**config.mk**
```make
export PLATFORM = sky130hd
export DESIGN_NAME = rx_fifo
export DESIGN_NICKNAME = d
export VERILOG_FILES = /design/src/rtl/rx_fifo_pkg.sv /design/src/rtl/rx_fifo_mem.sv /design/src/rtl/rx_fifo.sv
export SDC_FILE = /design/constraint.sdc
export NUM_CORES = 1
export LEC_CHECK = 0
export CORE_MARGIN = 4
export CORE_UTILIZATION = 49
export CTS_CLUSTER_DIAMETER = 40
export CTS_CLUSTER_SIZE = 10
export DETAILED_ROUTE_END_ITERATION = 10
export PLACE_DENSITY = 0.75
export REMOVE_ABC_BUFFERS = 1
export SLEW_MARGIN = 20
export SYNTH_ARGS = -nofsm -noshare
export SYNTH_HDL_FRONTEND = slang
export SYNTH_SLANG_ARGS = --single-unit
```
**constraint.sdc**
```tcl
create_clock -name clk_2f -period 6.63 [get_ports clk_2f]
set_input_delay 0.9945 -clock clk_2f [delete_from_list [all_inputs] [get_ports clk_2f]]
set_output_delay 0.9945 -clock clk_2f [all_outputs]
set_load 0.005 [all_outputs]
```
**src/rtl/rx_fifo_pkg.sv**
```systemverilog
// Shared defaults and sizing helper for the receive FIFO.
// Optional sticky error flags are enabled with the RX_FIFO_ERR_EN macro.
package rx_fifo_pkg;

    localparam int unsigned RX_WIDTH  = 32;
    localparam int unsigned RX_DEPTH  = 8;
    localparam int unsigned RX_AF_LVL = 6;
    localparam int unsigned RX_AE_LVL = 2;

    // Pointer width for a power-of-two depth; count is one bit wider.
    function automatic int unsigned ptr_width(input int unsigned depth);
        return (depth > 1) ? $clog2(depth) : 1;
    endfunction

endpackage

```
**src/rtl/rx_fifo_mem.sv**
```systemverilog
// DEPTH x WIDTH storage for the receive FIFO: synchronous write, registered read.
// The read register is reset so the FIFO output is clean after reset.
module rx_fifo_mem
    import rx_fifo_pkg::*;
#(
    parameter int unsigned WIDTH = RX_WIDTH,
    parameter int unsigned DEPTH = RX_DEPTH,
    localparam int unsigned AW   = ptr_width(DEPTH)
) (
    input  logic             clk,
    input  logic             rst_n,
    input  logic             wr_en,
    input  logic [AW-1:0]    wr_addr,
    input  logic [WIDTH-1:0] wr_data,
    input  logic             rd_en,
    input  logic [AW-1:0]    rd_addr,
    output logic [WIDTH-1:0] rd_data
);

    logic [WIDTH-1:0] mem [DEPTH];

    // Storage is deliberately not reset; stale words are unreachable via the pointers.
    always_ff @(posedge clk) begin
        if (wr_en) begin
            mem[wr_addr] <= wr_data;
        end
    end

    always_ff @(posedge clk or negedge rst_n) begin
        if (!rst_n) begin
            rd_data <= '0;
        end else if (rd_en) begin
            rd_data <= mem[rd_addr];
        end
    end

endmodule

```
**src/rtl/rx_fifo.sv**
```systemverilog
// Receive FIFO behind the lane-merge stage: pointers, occupancy count, flags.
// Define RX_FIFO_ERR_EN to add sticky overflow_err/underflow_err outputs.
module rx_fifo
    import rx_fifo_pkg::*;
#(
    parameter int unsigned WIDTH  = RX_WIDTH,
    parameter int unsigned DEPTH  = RX_DEPTH,
    parameter int unsigned AF_LVL = RX_AF_LVL,
    parameter int unsigned AE_LVL = RX_AE_LVL
) (
    input  logic                     clk_2f,
    input  logic                     reset,
    input  logic [WIDTH-1:0]         data_in,
    input  logic                     valid_in,
    input  logic                     pop,
    output logic [WIDTH-1:0]         data_out,
    output logic                     valid_out,
    output logic                     full,
    output logic                     empty,
    output logic                     almost_full,
    output logic                     almost_empty,
    output logic [ptr_width(DEPTH):0] count
`ifdef RX_FIFO_ERR_EN
    ,
    output logic                     overflow_err,
    output logic                     underflow_err
`endif
);

    localparam int unsigned AW = ptr_width(DEPTH);
    localparam int unsigned CW = AW + 1;

    logic [AW-1:0] wr_ptr;
    logic [AW-1:0] rd_ptr;
    logic [CW-1:0] count_nxt;
    logic          push_ok;
    logic          pop_ok;

    // A push into a full FIFO is allowed only when a pop frees a slot this cycle.
    assign pop_ok  = pop && !empty;
    assign push_ok = valid_in && (!full || pop_ok);

    rx_fifo_mem #(
        .WIDTH (WIDTH),
        .DEPTH (DEPTH)
    ) u_mem (
        .clk     (clk_2f),
        .rst_n   (reset),
        .wr_en   (push_ok),
        .wr_addr (wr_ptr),
        .wr_data (data_in),
        .rd_en   (pop_ok),
        .rd_addr (rd_ptr),
        .rd_data (data_out)
    );

    always_comb begin
        count_nxt = count;
        case ({push_ok, pop_ok})
            2'b10:   count_nxt = count + CW'(1);
            2'b01:   count_nxt = count - CW'(1);
            default: count_nxt = count;
        endcase
    end

    always_ff @(posedge clk_2f or negedge reset) begin
        if (!reset) begin
            wr_ptr    <= '0;
            rd_ptr    <= '0;
            count     <= '0;
            valid_out <= 1'b0;
        end else begin
            if (push_ok) begin
                wr_ptr <= wr_ptr + AW'(1);
            end
            if (pop_ok) begin
                rd_ptr <= rd_ptr + AW'(1);
            end
            count     <= count_nxt;
            valid_out <= pop_ok;
        end
    end

    assign full         = (count == CW'(DEPTH));
    assign empty        = (count == '0);
    assign almost_full  = (count >= CW'(AF_LVL));
    assign almost_empty = (count <= CW'(AE_LVL));

`ifdef RX_FIFO_ERR_EN
    always_ff @(posedge clk_2f or negedge reset) begin
        if (!reset) begin
            overflow_err  <= 1'b0;
            underflow_err <= 1'b0;
        end else begin
            if (valid_in && full && !pop_ok) begin
                overflow_err <= 1'b1;
            end
            if (pop && empty) begin
                underflow_err <= 1'b1;
            end
        end
    end
`endif

endmodule

```
==> results of run 1 <==
state kept, by name, summed over array words and instances, names as in the netlist:
register / count
count: 4
u_mem.mem: 256
rd_ptr: 3
u_mem.rd_data: 32
valid_out: 1
wr_ptr: 3
metrics by stage:
step | cells | cell area (sq um) | utilization, %
after floorplan | 619 | 11300 | -
after CTS | 1087 | 13800 | 60.3
after detailed placement | 1019 | 12700 | 55.2
after global routing | 1090 | 13900 | 60.6
final | 1090 | 13900 | 60.6
after global placement | 1019 | 12700 | 55.2
synth_stat cells, types with 4 or more instances:
| cell | n | area share (%) |
|---|---|---|
| edfxtp_1 | 256 | 67 |
| mux2i_1 | 65 | 5.6 |
| mux2_2 | 64 | 6.3 |
| nand2_1 | 45 | 1.5 |
| dfrtp_1 | 43 | 9.3 |
| o21ai_1 | 32 | 1.4 |
| a22oi_1 | 24 | 1.6 |
| o221ai_1 | 24 | 1.8 |
| buf_2 | 13 | 0.56 |
| clkbuf_1 | 13 | 0.42 |
| a221o_1 | 8 | 0.70 |
| o22ai_1 | 8 | 0.43 |
| buf_4 | 7 | 0.46 |
| inv_1 | 6 | 0.20 |
| ha_1 | 5 | 0.54 |
| nor3_1 | 5 | 0.22 |
| xnor2_1 | 5 | 0.38 |
| nand2b_1 | 4 | 0.22 |
| nor2_1 | 4 | 0.13 |
cell type report:
| cell class | count | share of cell area [%] |
|---|---|---|
| sequential | 299 | 63.2 |
| multi-input combinational | 312 | 18.9 |
| clock buffer | 59 | 7.88 |
| timing repair buffer | 89 | 6.38 |
| tap | 313 | 2.82 |
| clock inverter | 9 | 0.568 |
| inverter | 8 | 0.225 |
| antenna | 1 | 0.0180 |
routing by layer:
layer / track usage (%) / up-vias
met2: 28.9 / 165
li1: - / 2776
met4: 6.05 / 0
met5: 0 / -
met1: 23.1 / 3052
met3: 3.55 / 44
worst reg2reg max path: stages, from the launching register on:
cell and delay (ns):
dfrtp_1 0.49, o41ai_4 0.37, buf_4 0.60, inv_2 0.13
ha_1 0.31, ha_1 0.35, inv_1 0.08, nor4_1 0.31
nand4b_1 0.16, o311ai_0 0.12
final timing paths:
| kind | startpoint | endpoint | cells past startpoint |
|---|---|---|---|
| max in group asynchronous | reset | rd_ptr[0]$_DFFE_PN0P_ | 2 |
| max reg2reg | count[2]$_DFFE_PN0P_ | count[3]$_DFFE_PN0P_ | 9 |
| min | u_mem.rd_data[30]$_DFFE_PN0P_ | u_mem.rd_data[30]$_DFFE_PN0P_ | 2 |
| min in group asynchronous | reset | u_mem.rd_data[25]$_DFFE_PN0P_ | 2 |
| min reg2reg | u_mem.rd_data[30]$_DFFE_PN0P_ | u_mem.rd_data[30]$_DFFE_PN0P_ | 2 |
| max | pop | count[3]$_DFFE_PN0P_ | 10 |
power by group:
group	internal (mW)	switching, mW	leakage, nW
clock network	1.17	0.718	0.567
registers	2.42	0.225	2.84
logic	0.810	0.889	1.44
total	4.40	1.83	4.84
cells by family (layout without fill, tap and decap cells):
kind of cell | count (synthesis) | after routing | share of synthesized area [%]
mux | 129 | 129 | 11.9
other cells | 0 | 1 | 0
compound gates | 105 | 105 | 6.50
xor+xnor | 6 | 6 | 0.456
simple gates | 66 | 66 | 2.53
fa+ha+maj | 6 | 6 | 0.717
buf+inv | 44 | 165 | 1.82
flops | 299 | 299 | 76.1
==> flow_summary.json, run 1 <==
{
  "status": "completed",
  "final_common_cell": "edfxtp_1",
  "required_ns": 6.99,
  "min_period_ns": 3.26,
  "yosysUniqueCellTypes": 38,
  "syn_inst": 655,
  "wl_met1_mm": 9.31,
  "regArea_sq_mm": 0.00877,
  "cts_buffer_depth": 3,
  "synth_warnings": 0,
  "synthFlopType": "edfxtp_1",
  "hpwl_mm": 12.3,
  "fmax_mhz": 307,
  "num_rows": 55,
  "io_pins": 77,
  "grt_overflow": 0,
  "place_congestion": 0.765,
  "layout_setup_ws_ns": 3.37,
  "setup_tns_ns": 0,
  "fin_skew_ns": 0.0179,
  "multi_input_area_sq_mm": 0.00263,
  "routed.top_layer": "met4",
  "finalSetupViolCount": 0,
  "cpLargestDelayFamily": "buffers and inverters",
  "slew_viol_final": 0,
  "regToRegSetupSlack_ns": 3.54,
  "final_cell_mix": "edfxtp_1, clkdlybuf4s50_1, mux2i_1",
  "n_fill_cell": 1609,
  "crit_arrival_ns": 3.62,
  "p_total_mw": 6.24,
  "crit_path_frequent_cell": "ha_1",
  "drcViolationCount": 0,
  "grt_pass1_vias": 6254,
  "critical_path.max_fanout": 67,
  "max-cap-violations": 0,
  "vias_per_cell": 5.54,
  "post_drt_wl_per_cell_um": 20.7,
  "grt_max_degree": 68,
  "rsz0062_at_grt": "false",
  "final_nets": 791,
  "post_cts_resize_count": 0,
  "max_slew.worst_pin.slew_ns": 1.11,
  "post_cts_buffers": 0,
  "whs_ns": 0.479,
  "fin_crit_sh_pct": 49.1,
  "critical_path.cell_chain": "clkdlybuf4s50_1 > o41ai_4 > buf_4 > inv_2 > ha_1 > ha_1 > inv_1 > nor4_1 > nand4b_1 > o311ai_0",
  "io_buffers": 76,
  "core_sq_mm": 0.0229,
  "met3_length_mm": 1.34,
  "start_util_pct": 50.3,
  "die_area_sq_mm": 0.0260,
  "relSlewSlack_pct": 26.0,
  "floorplan.die.height_um": 161,
  "hold_path_class": "reg -> reg",
  "path_clk_slew_ns": 0.05,
  "grt_pass1_wl_mm": 35.5,
  "drive_above_1_share_pct": 18.3,
  "crit_type": "in -> reg",
  "drtIter0Drc": 468,
  "dr_wl_met2_mm": 11.3,
  "ys_seq_elements": 299,
  "synthesis.area_sq_mm": 0.0115,
  "syn_to_final_growth_pct": 20.5,
  "ys_seq_area_share_pct": 76.1,
  "post-place-ws_ns": 2.87,
  "cts_tree": "yes",
  "crit_buf_inv": 4,
  "p_leak_nw": 4.84,
  "synthArstFlopShare_pct": 14.4,
  "via_count": 6037,
  "cp-start-kind": "primary input",
  "peakVddDrop_uv": 212,
  "clock_latency_ns": 0.52,
  "htreeDepth": 2,
  "critPathSlowestCell": "buf_4",
  "clock-sinks": 299,
  "end_kind": "register",
  "synth_edf_count": 256,
  "die_w_um": 161,
  "powerDensity_mw_per_mm2": 449,
  "avgSynthCellArea_sq_um": 17.6,
  "cpPeakStageDelay_ns": 0.60,
  "drt_wl_total_mm": 22.5,
  "hold_buffers": 0,
  "cts_inserted_buffers": 39,
  "ant_nets": 0,
  "track_usage_pct": 17.4,
  "root_buffer": "clkbuf_16",
  "antenna_found_initial": 1,
  "hold_violations": 0,
  "first_pass_iters": 4
}
No activity file was read; power rests on OpenSTA's default activity.
==> inputs of run 2 (changes only) <==
--- a/config.mk
+++ b/config.mk
@@ -10,7 +10,7 @@
 export CTS_CLUSTER_DIAMETER = 40
 export CTS_CLUSTER_SIZE = 10
 export DETAILED_ROUTE_END_ITERATION = 10
-export PLACE_DENSITY = 0.75
+export PLACE_DENSITY = 0.78
 export REMOVE_ABC_BUFFERS = 1
 export SLEW_MARGIN = 20
 export SYNTH_ARGS = -nofsm -noshare
==> constraint.sdc (replaced) <==
create_clock -name clk_2f -period 2.9 [get_ports clk_2f]
set_input_delay 0.435 -clock clk_2f [delete_from_list [all_inputs] [get_ports clk_2f]]
set_output_delay 0.435 -clock clk_2f [all_outputs]
set_load 0.005 [all_outputs]
==> run 2 against run 1 <==
  * Critical path depth decreased by 2
  * Wire length increased by 2.0%
  * Die area unchanged
  * First-iteration DRC count decreased by 19%
  * Largest cell class unchanged
  * Largest power group unchanged
==> flow_summary.json, run 2 (synthesis gave the netlist of run 1 again) <==
{
  "clock_latency_ns": 0.51,
  "critPathSlowestCell": "or4b_1",
  "powerDensity_mw_per_mm2": 1030,
  "final_common_cell": "edfxtp_1",
  "ant_nets": 0,
  "status": "completed",
  "seq_power_share_pct": 41.2,
  "clkPwrFrac_pct": 30.0,
  "min_period_ns": 2.68,
  "place_congestion": 0.834,
  "die_area_sq_mm": 0.0260,
  "num_rows": 55,
  "setup_tns_ns": 0,
  "syn_to_final_growth_pct": 21.6,
  "post_cts_buffers": 0,
  "die_w_um": 161,
  "power_switching_mw": 4.21,
  "largest_reg_flops": 256,
  "crit_path_frequent_cell": "ha_1",
  "path_clk_slew_ns": 0.06,
  "io_buffers": 76,
  "root_buffer": "clkbuf_16",
  "htreeDepth": 2,
  "start_util_pct": 50.3,
  "hold_violations": 0,
  "p_leak_nw": 4.90,
  "crit_type": "reg -> reg",
  "slew_viol_final": 0,
  "rsz0062_at_grt": "false",
  "floorplan.die.height_um": 161,
  "hpwl_mm": 13.7,
  "cts_inserted_buffers": 38,
  "cpPeakStageDelay_ns": 0.57,
  "grt_pass1_vias": 6620,
  "final_cell_mix": "edfxtp_1, clkdlybuf4s50_1, mux2i_1",
  "hold_path_class": "reg -> reg",
  "grt_pass1_wl_mm": 36.5,
  "first_pass_iters": 5,
  "post-route-util_pct": 61.1,
  "critical_path.cell_chain": "or4b_1 > o21a_1 > clkinv_2 > ha_1 > ha_1 > a21oi_1 > o21ai_0 > o311ai_1",
  "reg_top3": "u_mem.mem: 256 flops, u_mem.rd_data: 32 flops, count: 4 flops",
  "critical_path.max_fanout": 8,
  "drive_above_1_share_pct": 19.4,
  "required_ns": 3.30,
  "grt_max_degree": 74,
  "track_usage_pct": 17.9,
  "post_drt_wl_per_cell_um": 20.8,
  "drcViolationCount": 0,
  "vias_per_cell": 5.54,
  "drtIter0Drc": 380,
  "fin_crit_sh_pct": 92.3,
  "crit_arrival_ns": 3.08,
  "grt_overflow": 0,
  "max_slew.worst_pin.slew_ns": 0.847,
  "largest_register": "u_mem.mem",
  "final_nets": 805,
  "fin_skew_ns": 0.0157,
  "io_pins": 77,
  "max-cap-violations": 0,
  "swShare_pct": 29.3,
  "drt_wl_total_mm": 23.0,
  "via_count": 6111,
  "peakVddDrop_uv": 644,
  "relSlewSlack_pct": 43.5,
  "finalSetupViolCount": 0,
  "cts_tree": "yes",
  "cts_buffer_depth": 3,
  "fmax_mhz": 374,
  "end_kind": "register",
  "combinationalPowerShare_pct": 28.8,
  "core_sq_mm": 0.0229,
  "antenna_found_initial": 2,
  "clock-sinks": 299,
  "cp-start-kind": "register",
  "p_int_mw": 10.2
}
run 2: stage by stage:
stage,worst slack [ns],hold WS (ns),cells,cell area (sq um),power [mW]
global route,0.0607,0.504,1103,14000,15.1
finish,0.223,0.478,1103,14000,14.4
global placement,0.336,0.467,1035,12800,10.0
floorplan,-1.93,0.139,619,11300,8.41
detailed placement,0.175,0.477,1035,12800,10.2
CTS,0.166,0.488,1102,14000,14.5
run 2: power groups by stage:
stage | sequential (mW) | combinational, mW | clock (mW)
after global routing | 6.01 | 4.50 | 4.59
after detailed placement | 6.01 | 4.17 | 0
after floorplan | 6.18 | 2.22 | 0
after CTS | 5.94 | 4.20 | 4.40
final | 5.93 | 4.14 | 4.31
after global placement | 5.95 | 4.04 | 0
run 2: layer usage:
| layer | vias to the layer above | GRT usage [%] | part of all wire (%) | routed length, um |
|---|---|---|---|---|
| li1 | 2810 | - | - | - |
| met1 | 3113 | 22.8 | 42 | 9710 |
| met2 | 142 | 31.1 | 51 | 11700 |
| met3 | 44 | 3.65 | 4.3 | 995 |
| met4 | 2 | 5.66 | 2.3 | 536 |
| met5 | - | 0 | 0.057 | 13 |
run 2: path summary, 6_finish.rpt:
kind                       slack (ns)  cells after the start                             to                    startpoint
setup / recovery                 0.22                      8           count[3]$_DFFE_PN0P_          count[1]$_DFFE_PN0P_
hold / removal                   0.48                      2   u_mem.rd_data[9]$_DFFE_PN0P_  u_mem.rd_data[9]$_DFFE_PN0P_
setup reg to reg                 0.22                      8           count[3]$_DFFE_PN0P_          count[1]$_DFFE_PN0P_
hold reg to reg                  0.48                      2   u_mem.rd_data[9]$_DFFE_PN0P_  u_mem.rd_data[9]$_DFFE_PN0P_
max in group asynchronous        1.64                      3  u_mem.rd_data[10]$_DFFE_PN0P_                         reset
min in group asynchronous        0.50                      2          rd_ptr[1]$_DFFE_PN0P_                         reset
run 2: what timing repair did:
item,CTS,global route
hold buffers,1,0
endpoints found under the setup margin,0,1
hold endpoints to repair,23,0
resized for setup,0,1
run 2: critical path: cells and delay by family (launching register included):
kind            cells  cell delay (ns)
buf+inv             1             0.07
simple gates        1             0.57
flops               1             0.48
compound gates      4             1.00
fa+ha+maj           2             0.44
run 2: final cells by class:
| type | count | area, sq um |
|---|---|---|
| fill | 1595 | 8910 |
| clock buffer | 59 | 1060 |
| sequential | 299 | 8770 |
| antenna | 1 | 2.50 |
| inverter | 8 | 31.3 |
| tap | 313 | 392 |
| multi-input combinational | 312 | 2620 |
| timing repair buffer | 104 | 1030 |
| clock inverter | 7 | 95.1 |
==> inputs of run 3 (changes only) <==
--- a/config.mk
+++ b/config.mk
@@ -8,7 +8,6 @@
 export CORE_MARGIN = 4
 export CORE_UTILIZATION = 49
 export CTS_CLUSTER_DIAMETER = 40
-export CTS_CLUSTER_SIZE = 10
 export DETAILED_ROUTE_END_ITERATION = 10
 export PLACE_DENSITY = 0.78
 export REMOVE_ABC_BUFFERS = 1
==> run 3 against run 2 <==
  * Worst setup slack improved by 0.025 ns
  * Clock power decreased by 15%
  * First-iteration DRC count increased by 6.6%
  * Critical path type unchanged
  * Register-to-register slack improved by 0.02 ns
  * Cell count decreased by 1.0%
  * Sequential power about the same
  * Critical path depth unchanged
  * Worst hold slack got worse by 0.0092 ns
==> flow_summary.json, run 3 (synthesis gave the netlist of run 1 again) <==
{
  "peakVddDrop_uv": 489,
  "crit_arrival_ns": 3.08,
  "die_area_sq_mm": 0.0260,
  "vias_per_cell": 5.56,
  "path_clk_slew_ns": 0.06,
  "post_drt_wl_per_cell_um": 20.8,
  "end_kind": "register",
  "grt_pass1_wl_mm": 36.4,
  "clock_latency_ns": 0.54,
  "antenna_found_initial": 2,
  "cp-start-kind": "register",
  "track_usage_pct": 17.6,
  "cts_inserted_buffers": 30,
  "grt_pass1_vias": 6570,
  "reg_top3": "u_mem.mem: 256 flops, u_mem.rd_data: 32 flops, count: 4 flops",
  "hpwl_mm": 13.7,
  "start_util_pct": 50.3,
  "fin_skew_ns": 0.0105,
  "whs_ns": 0.469,
  "hold_violations": 0,
  "io_pins": 77,
  "relSlewSlack_pct": 43.0,
  "critical_path.max_fanout": 8,
  "p_total_mw": 13.7,
  "largest_register": "u_mem.mem",
  "max-cap-violations": 0,
  "die_w_um": 161,
  "core_sq_mm": 0.0229,
  "critical_path.cell_chain": "or4b_1 > o21a_1 > clkinv_2 > ha_1 > ha_1 > a21oi_1 > o21ai_0 > o311ai_1",
  "slew_viol_final": 0,
  "cpLargestDelayFamily": "compound AO/OA/AOI/OAI gates",
  "fmax_mhz": 377,
  "dp.cells": 1035,
  "final_nets": 797,
  "rsz0062_at_grt": "false",
  "min_period_ns": 2.65,
  "final_cells": 1092,
  "fin_crit_sh_pct": 91.5,
  "first_pass_iters": 5,
  "crit_type": "reg -> reg",
  "drtIter0Drc": 405,
  "htreeDepth": 1,
  "floorplan.die.height_um": 161,
  "crit_path_frequent_cell": "ha_1",
  "cpPeakStageDelay_ns": 0.57,
  "post-route-util_pct": 60.2,
  "ant_nets": 0,
  "cts_tree": "yes",
  "cts_buffer_depth": 3,
  "largest_reg_flops": 256,
  "finalSetupViolCount": 0,
  "via_count": 6069,
  "final_common_cell": "edfxtp_1",
  "powerDensity_mw_per_mm2": 995,
  "final_cell_mix": "edfxtp_1, clkdlybuf4s50_1, mux2i_1",
  "clock-sinks": 299,
  "p_leak_nw": 4.82,
  "root_buffer": "clkbuf_16",
  "n_fill_cell": 1600,
  "hold_path_class": "in -> async",
  "critPathSlowestCell": "or4b_1",
  "grt_max_degree": 74,
  "drcViolationCount": 0,
  "required_ns": 3.33,
  "place_congestion": 0.834,
  "io_buffers": 76,
  "status": "completed",
  "grt_overflow": 0,
  "drive_above_1_share_pct": 19.3,
  "syn_to_final_growth_pct": 19.8,
  "max_slew.worst_pin.slew_ns": 0.856,
  "drt_wl_total_mm": 22.7,
  "crit_buf_inv": 1,
  "num_rows": 55
}
run 3: what timing repair did:
item | 4_1_cts | 5_1_grt
endpoints found under the hold margin | 24 | 0
resized for setup | 0 | 1
buffers inserted | 0 | 0
hold buffers | 1 | 0
setup endpoints to repair | 0 | 1
run 3: worst paths after layout:
kind	startpoint	end	slack, ns	depth (start not counted)
setup / recovery	count[1]$_DFFE_PN0P_	count[3]$_DFFE_PN0P_	0.25	8
hold / removal	reset	rd_ptr[2]$_DFFE_PN0P_	0.47	2
setup reg to reg	count[1]$_DFFE_PN0P_	count[3]$_DFFE_PN0P_	0.25	8
hold reg to reg	u_mem.rd_data[9]$_DFFE_PN0P_	u_mem.rd_data[9]$_DFFE_PN0P_	0.48	2
max in group asynchronous	reset	u_mem.rd_data[4]$_DFFE_PN0P_	1.67	3
min in group clk_2f	u_mem.rd_data[9]$_DFFE_PN0P_	u_mem.rd_data[9]$_DFFE_PN0P_	0.48	2
run 3: worst reg2reg max path, cell delays in order, from the launching register on:
cell,delay [ns]
dfrtp_1,0.48
or4b_1,0.57
o21a_1,0.26
clkinv_2,0.07
ha_1,0.19
ha_1,0.25
a21oi_1,0.23
o21ai_0,0.16
o311ai_1,0.32
run 3: metal layers:
metal  track usage (%)  up-vias  wire [um]
li1                  -     2786          -
met4              5.00        2        512
met5                 0        -         13
met3              2.96       38       1130
met2              30.8      160      11600
met1              22.8     3083       9400
run 3: power by group:
group	switching (mW)	internal, mW
logic	2.18	1.96
registers	0.403	5.53
clock network	1.53	2.13
run 3: final cells by class:
class                           instances  area [sq um]  area share [%]
Sequential cell                       299          8770            63.5
Multi-Input combinational cell        312          2620            19.0
Timing Repair Buffer                  104          1030            7.47
Clock buffer                           43           851            6.17
Tap cell                              313           392            2.84
Clock inverter                         12          97.6           0.707
Inverter                                8          31.3           0.227
Antenna cell                            1          2.50          0.0181
run 3: through the flow:
step | worst slack [ns] | TNS, ns | instance area, sq um
finish | 0.247 | 0 | 13800
global route | 0.0948 | 0 | 13800
CTS | 0.191 | 0 | 13800
detailed placement | 0.175 | 0 | 12800
global placement | 0.336 | 0 | 12800
floorplan | -1.93 | -209.64 | 11300
